## src/rtl/branch_resolution_unit_pkg.sv

```systemverilog
// Shared definitions for the execute-stage branch resolver and its BTB.
package branch_resolution_unit_pkg;

    // funct3 encodings of the conditional branches
    localparam logic [2:0] F3_BEQ  = 3'b000;
    localparam logic [2:0] F3_BNE  = 3'b001;
    localparam logic [2:0] F3_BLT  = 3'b100;
    localparam logic [2:0] F3_BGE  = 3'b101;
    localparam logic [2:0] F3_BLTU = 3'b110;
    localparam logic [2:0] F3_BGEU = 3'b111;

    // 2-bit saturating direction counter; bit 1 is the predicted direction
    typedef enum logic [1:0] {
        STRONG_NT = 2'b00,
        WEAK_NT   = 2'b01,
        WEAK_T    = 2'b10,
        STRONG_T  = 2'b11
    } ctr_e;

    // Widest tag needed (index width 0); narrower tags are zero-extended
    localparam int unsigned TAG_MAX_W = 30;

    typedef struct packed {
        logic                 valid;
        logic [TAG_MAX_W-1:0] tag;
        logic [31:0]          target;
        ctr_e                 ctr;
    } btb_entry_t;

    function automatic logic [TAG_MAX_W-1:0] pc_tag(input logic [31:0] pc,
                                                    input int unsigned idx_w);
        return TAG_MAX_W'(pc >> (idx_w + 2));
    endfunction

    function automatic ctr_e ctr_step(input ctr_e c, input logic taken);
        ctr_e r;
        r = c;
        case (c)
            STRONG_NT: r = taken ? WEAK_NT  : STRONG_NT;
            WEAK_NT:   r = taken ? WEAK_T   : STRONG_NT;
            WEAK_T:    r = taken ? STRONG_T : WEAK_NT;
            STRONG_T:  r = taken ? STRONG_T : WEAK_T;
            default:   r = c;
        endcase
        return r;
    endfunction

endpackage

```

## src/rtl/branch_resolution_unit_if.sv

```systemverilog
// Execute/fetch-side signal bundle of the branch resolution unit.
interface branch_resolution_unit_if;
    logic        Jump_En_E;
    logic        Branch_En_E;
    logic        Branch_Src_Sel_E;
    logic [2:0]  Branch_Cond_E;
    logic        Predict_Taken_E;
    logic [31:0] PC_E;
    logic [31:0] PC_Plus_4_E;
    logic [31:0] Imm_Ext_E;
    logic [31:0] Fwd_Data1_E;
    logic [31:0] Fwd_Data2_E;
    logic [31:0] PC_F;
    logic        Predict_Taken_F;
    logic [31:0] Predict_Target_F;
    logic        Mispredict_E;
    logic [31:0] Redirect_PC_E;
    logic [31:0] Branch_Count;
    logic [31:0] Mispredict_Count;

    modport master (
        output Jump_En_E, Branch_En_E, Branch_Src_Sel_E, Branch_Cond_E,
               Predict_Taken_E, PC_E, PC_Plus_4_E, Imm_Ext_E,
               Fwd_Data1_E, Fwd_Data2_E, PC_F,
        input  Predict_Taken_F, Predict_Target_F, Mispredict_E,
               Redirect_PC_E, Branch_Count, Mispredict_Count
    );

    modport slave (
        input  Jump_En_E, Branch_En_E, Branch_Src_Sel_E, Branch_Cond_E,
               Predict_Taken_E, PC_E, PC_Plus_4_E, Imm_Ext_E,
               Fwd_Data1_E, Fwd_Data2_E, PC_F,
        output Predict_Taken_F, Predict_Target_F, Mispredict_E,
               Redirect_PC_E, Branch_Count, Mispredict_Count
    );
endinterface

```

## src/rtl/branch_resolution_unit_branch_cond.sv

```systemverilog
// funct3 comparator: decides whether a conditional branch is taken.
module branch_cond
    import branch_resolution_unit_pkg::*;
(
    input  logic [2:0]  funct3_i,
    input  logic [31:0] rs1_i,
    input  logic [31:0] rs2_i,
    output logic        cond_o
);

    // Compare operands according to funct3; reserved encodings resolve not-taken
    always_comb begin
        cond_o = 1'b0;
        case (funct3_i)
            F3_BEQ:  cond_o = (rs1_i == rs2_i);
            F3_BNE:  cond_o = (rs1_i != rs2_i);
            F3_BLT:  cond_o = ($signed(rs1_i) <  $signed(rs2_i));
            F3_BGE:  cond_o = ($signed(rs1_i) >= $signed(rs2_i));
            F3_BLTU: cond_o = (rs1_i <  rs2_i);
            F3_BGEU: cond_o = (rs1_i >= rs2_i);
            default: cond_o = 1'b0;
        endcase
    end

endmodule

```

## src/rtl/branch_resolution_unit.sv

```systemverilog
// Execute-stage branch resolver with a direct-mapped 2-bit-counter BTB
// and branch/mispredict performance counters.
module branch_resolution_unit
    import branch_resolution_unit_pkg::*;
#(
    parameter int unsigned BTB_IDX_W = 6
) (
    input logic                     CLK,
    input logic                     RST,
    branch_resolution_unit_if.slave brif
);

    localparam int unsigned ENTRIES = 1 << BTB_IDX_W;

    logic [ENTRIES-1:0]   valid_q;
    logic [TAG_MAX_W-1:0] tag_q    [ENTRIES];
    logic [31:0]          target_q [ENTRIES];
    ctr_e                 ctr_q    [ENTRIES];
    logic [31:0]          branch_cnt_q, branch_cnt_d;
    logic [31:0]          mispred_cnt_q, mispred_cnt_d;

    logic [BTB_IDX_W-1:0] idx_f, idx_e;
    btb_entry_t           rd_f, rd_e, wr_e;
    logic                 hit_f, hit_e;
    logic                 cond, active, is_jalr, taken, to_target, mispredict, upd_e;
    logic [31:0]          sum, target;

    branch_cond u_branch_cond (
        .funct3_i (brif.Branch_Cond_E),
        .rs1_i    (brif.Fwd_Data1_E),
        .rs2_i    (brif.Fwd_Data2_E),
        .cond_o   (cond)
    );

    // Table reads: fetch-side prediction lookup and execute-side training read
    always_comb begin
        idx_f = brif.PC_F[BTB_IDX_W+1:2];
        idx_e = brif.PC_E[BTB_IDX_W+1:2];
        rd_f  = '{valid: valid_q[idx_f], tag: tag_q[idx_f], target: target_q[idx_f], ctr: ctr_q[idx_f]};
        rd_e  = '{valid: valid_q[idx_e], tag: tag_q[idx_e], target: target_q[idx_e], ctr: ctr_q[idx_e]};
        hit_f = rd_f.valid && (rd_f.tag == pc_tag(brif.PC_F, BTB_IDX_W));
        hit_e = rd_e.valid && (rd_e.tag == pc_tag(brif.PC_E, BTB_IDX_W));
        brif.Predict_Taken_F  = hit_f & rd_f.ctr[1];
        brif.Predict_Target_F = hit_f ? rd_f.target : '0;
    end

    // Resolve direction and target, flag mispredictions, build the table write
    always_comb begin
        active     = brif.Branch_En_E | brif.Jump_En_E;
        is_jalr    = active & brif.Branch_Src_Sel_E;
        taken      = brif.Jump_En_E | (brif.Branch_En_E & cond);
        sum        = (brif.Branch_Src_Sel_E ? brif.Fwd_Data1_E : brif.PC_E) + brif.Imm_Ext_E;
        target     = brif.Branch_Src_Sel_E ? {sum[31:1], 1'b0} : sum;
        to_target  = active & (is_jalr | (taken & ~brif.Predict_Taken_E));
        mispredict = ~RST & active & (is_jalr | (taken ^ brif.Predict_Taken_E));
        brif.Mispredict_E  = mispredict;
        brif.Redirect_PC_E = (~RST & to_target) ? target : brif.PC_Plus_4_E;

        upd_e = active & ~brif.Branch_Src_Sel_E & (hit_e | taken);
        wr_e  = rd_e;
        if (hit_e) begin
            wr_e.ctr = ctr_step(rd_e.ctr, taken);
        end else begin
            wr_e = '{valid: 1'b1, tag: pc_tag(brif.PC_E, BTB_IDX_W), target: target, ctr: WEAK_T};
        end

        branch_cnt_d  = branch_cnt_q  + {31'd0, active};
        mispred_cnt_d = mispred_cnt_q + {31'd0, mispredict};
    end

    // Valid bits and counters clear on reset; a reset cycle drops any update
    always_ff @(posedge CLK) begin
        if (RST) begin
            valid_q       <= '0;
            branch_cnt_q  <= '0;
            mispred_cnt_q <= '0;
        end else begin
            if (upd_e) begin
                valid_q[idx_e] <= 1'b1;
            end
            branch_cnt_q  <= branch_cnt_d;
            mispred_cnt_q <= mispred_cnt_d;
        end
    end

    // Entry payload storage, left unreset since valid gates every use
    always_ff @(posedge CLK) begin
        if (!RST && upd_e) begin
            tag_q[idx_e]    <= wr_e.tag;
            target_q[idx_e] <= wr_e.target;
            ctr_q[idx_e]    <= wr_e.ctr;
        end
    end

    assign brif.Branch_Count     = branch_cnt_q;
    assign brif.Mispredict_Count = mispred_cnt_q;

endmodule

```

## src/flat_wrapper.sv

```systemverilog
// flat-port wrapper written by rule: the top's interface ports become plain ports
module branch_resolution_unit_flat import branch_resolution_unit_pkg::*;
#(
    parameter int unsigned BTB_IDX_W = 6
)
  (CLK, RST, brif_Jump_En_E, brif_Branch_En_E, brif_Branch_Src_Sel_E, brif_Branch_Cond_E, brif_Predict_Taken_E, brif_PC_E, brif_PC_Plus_4_E, brif_Imm_Ext_E, brif_Fwd_Data1_E, brif_Fwd_Data2_E, brif_PC_F, brif_Predict_Taken_F, brif_Predict_Target_F, brif_Mispredict_E, brif_Redirect_PC_E, brif_Branch_Count, brif_Mispredict_Count);
  branch_resolution_unit_if brif_i ();
  input logic CLK;
  input logic RST;
  input wire logic [$bits(brif_i.Jump_En_E)-1:0] brif_Jump_En_E;
  input wire logic [$bits(brif_i.Branch_En_E)-1:0] brif_Branch_En_E;
  input wire logic [$bits(brif_i.Branch_Src_Sel_E)-1:0] brif_Branch_Src_Sel_E;
  input wire logic [$bits(brif_i.Branch_Cond_E)-1:0] brif_Branch_Cond_E;
  input wire logic [$bits(brif_i.Predict_Taken_E)-1:0] brif_Predict_Taken_E;
  input wire logic [$bits(brif_i.PC_E)-1:0] brif_PC_E;
  input wire logic [$bits(brif_i.PC_Plus_4_E)-1:0] brif_PC_Plus_4_E;
  input wire logic [$bits(brif_i.Imm_Ext_E)-1:0] brif_Imm_Ext_E;
  input wire logic [$bits(brif_i.Fwd_Data1_E)-1:0] brif_Fwd_Data1_E;
  input wire logic [$bits(brif_i.Fwd_Data2_E)-1:0] brif_Fwd_Data2_E;
  input wire logic [$bits(brif_i.PC_F)-1:0] brif_PC_F;
  output wire logic [$bits(brif_i.Predict_Taken_F)-1:0] brif_Predict_Taken_F;
  output wire logic [$bits(brif_i.Predict_Target_F)-1:0] brif_Predict_Target_F;
  output wire logic [$bits(brif_i.Mispredict_E)-1:0] brif_Mispredict_E;
  output wire logic [$bits(brif_i.Redirect_PC_E)-1:0] brif_Redirect_PC_E;
  output wire logic [$bits(brif_i.Branch_Count)-1:0] brif_Branch_Count;
  output wire logic [$bits(brif_i.Mispredict_Count)-1:0] brif_Mispredict_Count;
  assign brif_i.Jump_En_E = brif_Jump_En_E;
  assign brif_i.Branch_En_E = brif_Branch_En_E;
  assign brif_i.Branch_Src_Sel_E = brif_Branch_Src_Sel_E;
  assign brif_i.Branch_Cond_E = brif_Branch_Cond_E;
  assign brif_i.Predict_Taken_E = brif_Predict_Taken_E;
  assign brif_i.PC_E = brif_PC_E;
  assign brif_i.PC_Plus_4_E = brif_PC_Plus_4_E;
  assign brif_i.Imm_Ext_E = brif_Imm_Ext_E;
  assign brif_i.Fwd_Data1_E = brif_Fwd_Data1_E;
  assign brif_i.Fwd_Data2_E = brif_Fwd_Data2_E;
  assign brif_i.PC_F = brif_PC_F;
  assign brif_Predict_Taken_F = brif_i.Predict_Taken_F;
  assign brif_Predict_Target_F = brif_i.Predict_Target_F;
  assign brif_Mispredict_E = brif_i.Mispredict_E;
  assign brif_Redirect_PC_E = brif_i.Redirect_PC_E;
  assign brif_Branch_Count = brif_i.Branch_Count;
  assign brif_Mispredict_Count = brif_i.Mispredict_Count;
  branch_resolution_unit #(.BTB_IDX_W(BTB_IDX_W)) u_core (.CLK(CLK), .RST(RST), .brif(brif_i));
endmodule
```

## config.mk

```make
export PLATFORM = sky130hd
export DESIGN_NAME = branch_resolution_unit_flat
export DESIGN_NICKNAME = d
export VERILOG_FILES = /design/src/rtl/branch_resolution_unit_pkg.sv /design/src/rtl/branch_resolution_unit_if.sv /design/src/rtl/branch_resolution_unit_branch_cond.sv /design/src/rtl/branch_resolution_unit.sv /design/src/flat_wrapper.sv
export SDC_FILE = /design/constraint.sdc
export NUM_CORES = 2
export LEC_CHECK = 0
export BUFFER_PORTS_ARGS = -buffer_cell sky130_fd_sc_hd__buf_2
export CAP_MARGIN = 20
export CORE_ASPECT_RATIO = 1.1
export CORE_MARGIN = 2
export CORE_UTILIZATION = 40
export CTS_CLUSTER_DIAMETER = 30
export CTS_CLUSTER_SIZE = 10
export DETAILED_ROUTE_END_ITERATION = 7
export PLACE_DENSITY_LB_ADDON = 0.1
export SKIP_CTS_REPAIR_TIMING = 1
export SYNTH_ARGS = -nofsm -noshare
export SYNTH_HDL_FRONTEND = slang
export SYNTH_SLANG_ARGS = --single-unit
```

## constraint.sdc

```tcl
create_clock -name CLK -period 15.7 [get_ports CLK]
set_input_delay 2.355 -clock CLK [delete_from_list [all_inputs] [get_ports CLK]]
set_output_delay 2.355 -clock CLK [all_outputs]
set_load 0.05 [all_outputs]
```

======== Yosys cells after proc, flatten, opt, wreduce, memory -nomap -nowiden ========
Memory sizes are Yosys's and may differ from the RTL's.
Cells that the tools add are included.
Widths: inputs -> output; s select.
storage, ports and cells
  register bits after elaboration ......... 128
  RAM bits ................................ 4096
  input port bits ......................... 201
  logic and storage cells ................. 77
  memories kept ........................... 3
memory list
  name             depth  width  rd ports  clocked after Yosys merged registers in  write ports  RTL line                      text
  u_core.target_q  64     32     1         0                                        1            branch_resolution_unit.sv:17  logic [31:0] target_q [ENTRIES];
  u_core.tag_q     64     30     2         0                                        1            branch_resolution_unit.sv:16  logic [TAG_MAX_W-1:0] tag_q [ENTRIES];
  u_core.ctr_q     64     2      2         0                                        1            branch_resolution_unit.sv:18  ctr_e ctr_q [ENTRIES];
cells by class
  add/sub/neg operators ................... 3
  order comparisons ....................... 7
  eq/ne operators ......................... 13
  multiplexer cells ....................... 20
  bitwise gates (word level) .............. 20
  reductions and logical operators ........ 8
operators with widths
  kind                count
  $mux 32             3
  $add 32x1->32       2
  $ge 32x32->1        2
  $lt 32x32->1        2
  $or 64x64->64       1
  $mux 62             1
  $eq 30x24->1        2
  $add 32x32->32      1
  $eq 32x32->1        1
  $ne 32x32->1        1
  $lt 6x7->1 const B  2
  $bmux 1 s6          2
  $eq 3x3->1 const B  4
  $and 1x1->1         10
  $mux 1              8
  $pmux 2 s4          1
  $demux 1 s6         1
  $ge 6x1->1 const B  1
  $mux 2              3
  $pmux 1 s6          1
  $or 1x1->1          5
  $eq 2x2->1 const B  2
  $logic_and 1x1->1   4
  $eq 3x1->1 const B  1
  other kinds (8)     10

======== Logic depth before layout (Yosys ltp) ========
  word-level depth ........................ 10
  gate-level depth with buffers ........... 23
  gate-level depth less buffers ........... 21

======== Modules after synthesis ========
A second synthesis with hierarchy kept.
second synthesis, totals
  cell total of the unflattened synthesis .. 9201
  area, all modules ....................... 179439.6 um^2
by module, submodules not included
  module                  instances  cells each  area an instance (um^2)
  branch_resolution_unit  1          9073        178516.2
  branch_cond             1          128         923.4

======== Least setup slack after synthesis ========
OpenSTA, ideal clock, no wires.
  kind .................................... input port to output port
  from .................................... input port brif_PC_E[4]
  to ...................................... output port brif_Redirect_PC_E[30]
  data arrival time ....................... 7175 ps
  required time ........................... 13345 ps
  slack ................................... 6170 ps
  stages on the path ...................... 19
  path buffers ............................ 6
  path through ............................ buf_2 inv_1 buf_2 clkbuf_1 buf_1 clkbuf_1 clkbuf_1 o21ai_0 ha_1 a21oi_1 nor2_1 a211oi_1 a31oi_1 o311ai_0 a21boi_0 o41ai_1 o21ai_0 xnor2_1 o21ai_0
on the way
  word-level cells in the longest chain between the ends .. 3
RTL lines
  item            RTL line                      text
  from (decl)     flat_wrapper.sv:15            input wire logic [$bits(brif_i.PC_E)-1:0] brif_PC_E;
  $mux 32         branch_resolution_unit.sv:52  sum = (brif.Branch_Src_Sel_E ? brif.Fwd_Data1_E : brif.PC_E) + brif.Imm_Ext_E;
  $add 32x32->32  branch_resolution_unit.sv:52
  $mux 32         branch_resolution_unit.sv:57  brif.Redirect_PC_E = (~RST & to_target) ? target : brif.PC_Plus_4_E;
  to (decl)       flat_wrapper.sv:24            output wire logic [$bits(brif_i.Redirect_PC_E)-1:0] brif_Redirect_PC_E;
No other way between the ends.

======== Worst setup path in the final report ========
  from .................................... input port brif_PC_F[2]
  to ...................................... output port brif_Predict_Target_F[1]
on the way
  word-level cells in the longest chain between the ends .. 4
  elaborated cells between the ends (all ways) .. 7
RTL lines
  item                                                RTL line                                                    text
  from (decl)                                         flat_wrapper.sv:20                                          input wire logic [$bits(brif_i.PC_F)-1:0] brif_PC_F;
  $mem_v2 64x30 / $bmux 1 s6 (equally long branches)  n/a
  $eq 30x24->1 / $mux 1 (equally long branches)       branch_resolution_unit.sv:41, branch_resolution_unit.sv:39
  $logic_and 1x1->1                                   branch_resolution_unit.sv:41                                hit_f = rd_f.valid && (rd_f.tag == pc_tag(brif.PC_F, BTB_IDX_W));
  $mux 32 (*)                                         branch_resolution_unit.sv:44                                brif.Predict_Target_F = hit_f ? rd_f.target : '0;
  to (decl)                                           flat_wrapper.sv:22                                          output wire logic [$bits(brif_i.Predict_Target_F)-1:0] brif_Predict_Target_F;
Mark *: on every way between the ends. The rest lies on a longest branch, timed or not. The select of a mux whose other input is x is not followed.

==> qor.txt <==
Status: finished, final reports clean
# setup viols final: 0
Die width: 645 um
TritonRoute pass-1 iters: 8
Synth Register Bits: 4224
Commonest cells after routing, fill and taps aside: edfxtp_1 (4096), mux4_2 (1356), clkbuf_16 (859)
H-tree levels: 6
Global route total overflow: 0
Maximum fanout along the worst path: 70
CTS Sinks: 4224
Layout Skew: 88.5 ps
First DRT Iteration DRCs: 16000
Nets: 10900
Die ar.: 457000 um^2
Vias in the first global route: 111000
Worst R2R Setup Slack: 8240 ps
Post-synth cell types: 89
First-pass GRT wire length: 932 mm
P per Cell Area: 149 nW/um^2
EDFF count, synth: 4096
Vias per cell: 6.29
Seq/Total Area, Yosys: 69.6%
Synth Flop Type: edfxtp_1
IO Pins: 331
Final ANT Viol Nets: 0
Mapped Area: 181000 um^2
Mapped Cells: 9339
Post-Route Setup TNS: 0 ps
WL final: 694 mm
Clock root cell: clkbuf_16
Core Util, Final: 49.4%
DIE HEIGHT: 709 um
Post-DP HPWL: 390 mm
CP Launch Type: input port
Min Tclk post-route: 10990 ps
Hold Path Class: reg2reg
WL/cell: 39.9 um
Core area: 449000 um^2
GPL Wtd Cong: 0.900
Commonest non-fill, non-tap cell in the layout: edfxtp_1
Peak VDD IR: 0.000113 V
RSZ-0062 raised after global routing: false
Slew Limit Fails: 0
CTS Buffer Depth: 4
Vias post-DR: 109000
Number of port buffers: 328
Ys Warns: 0
Highest Clock Rate: 91.0 MHz
Worst Path Required: 13350 ps
Fillcell total: 36800
Worst path arrival time: 8640 ps
Initial antenna violation count: 46
Layout cells sized above 1: 34.2%
Clock slew seen by the registers of the worst setup and hold paths: 50 ps
Total CTS buffers: 853
Average size of a mapped cell: 19.3 um^2
Global Route Usage Sum: 29.9%
Worst-Margin Slew: 1290 ps
Largest net degree at the start of global routing: 159
Area delta synth->final: 23.0%
CTS tree: done
Floorplan row count: 258
Initial Utilization: 40.2%
Critical path type: in2out
Final worst-path cycle share: 70.0%
Post-synth ARST share: 0%
Rel. slew slack: 13.2%
Setup crit end kind: output pin
# Max-Cap Violations: 0
Pleak: 72.9 nW
Final hold violations: 0
Clk_lat worst skew: 1140 ps
Remaining DRCs: 0
==> report_power, final <==
group          leakage, nW  internal, mW  switching, mW  total, mW
registers             38.1          12.8        0.00927       12.8
logic                 20.8         0.676           1.62       2.29
clock network         13.9          11.8           6.20       18.0
total                 72.9          25.3           7.83       33.1
==> worst paths after layout <==
path              cells after the start                        to                 from
setup / recovery                     14  brif_Predict_Target_F[1]         brif_PC_F[2]
hold / removal                        2        u_core.valid_q[60]   u_core.valid_q[60]
setup reg to reg                     13       u_core.tag_q[48][8]  u_core.tag_q[25][5]
hold reg to reg                       2        u_core.valid_q[60]   u_core.valid_q[60]
==> synthesized netlist by cell type, types with 72 or more instances <==
cell / instances / share of area, %
inv_1: 126 / 0.26
edfxtp_1: 4096 / 68
a22oi_1: 148 / 0.62
buf_1: 81 / 0.17
buf_2: 199 / 0.55
mux4_2: 1356 / 17
o21ai_0: 184 / 0.51
a21oi_1: 212 / 0.59
clkbuf_1: 324 / 0.67
nor2b_1: 72 / 0.25
nand2_1: 274 / 0.57
dfxtp_1: 128 / 1.4
nor4_1: 90 / 0.31
nor3_1: 90 / 0.25
a221oi_1: 191 / 0.93
mux2_2: 183 / 1.1
mux2i_1: 168 / 0.93
nor2_1: 261 / 0.54
o22ai_1: 117 / 0.41
==> per-stage QoR <==
| step | total power [mW] | hold WS (ps) | worst slack (ps) | area [um^2] | std cells |
|---|---|---|---|---|---|
| after detailed placement | 15.3 | 467 | 4650 | 193000 | 15800 |
| after global placement | 15.2 | 460 | 4640 | 193000 | 15700 |
| after floorplan | 14.3 | 439 | 6170 | 182000 | 9722 |
| final | 33.2 | 479 | 4710 | 222000 | 17400 |
| after global routing | 34.0 | 505 | 4530 | 222000 | 17400 |
| after CTS | 33.3 | 477 | 4770 | 222000 | 17300 |
==> per-layer routing <==
metal	wire length, um	vias up	global-route usage, %
met2	332000	6797	48.3
met4	39100	18	15.4
met1	259000	58800	38.2
met5	110	-	0
met3	63500	1488	6.24
li1	-	42300	-
==> state kept, by name (all words and copies together), names as in the netlist <==
register                      count
u_core.brif.Mispredict_Count     32
u_core.valid_q                   64
u_core.brif.Branch_Count         32
u_core.ctr_q                    128
u_core.tag_q                   1920
u_core.target_q                2048
==> critical path, cell delays in order <==
cell	delay, ps
buf_12	450
buf_4	810
mux4_2	630
mux4_2	450
nor2b_1	140
a211oi_1	570
a21oi_1	240
xnor2_1	210
nand4_1	560
a2111oi_0	910
nand4_1	190
buf_4	300
nor2b_1	240
buf_2	290
==> cell type report <==
| class | instances | area (um^2) | area share (%) |
|---|---|---|---|
| antenna | 33 | 82.6 | 0.0372 |
| sequential | 4224 | 126000 | 56.6 |
| inverter | 129 | 503 | 0.227 |
| tap | 5980 | 7480 | 3.37 |
| timing repair buffer | 732 | 5160 | 2.33 |
| multi-input combinational | 4692 | 54200 | 24.4 |
| clock buffer | 964 | 21900 | 9.88 |
| clock inverter | 624 | 7080 | 3.19 |
==> kinds of logic after synthesis <==
logic type	count (synthesis)	share of synthesized area [%]
compound gates	1307	5.22
xor+xnor	130	0.631
fa+ha+maj	69	0.482
buf+inv	806	2.03
flops	4224	69.6
mux	1716	19.0
other cells	1	0.00208
simple gates	1086	3.04
(Power assumes the default switching activity.)
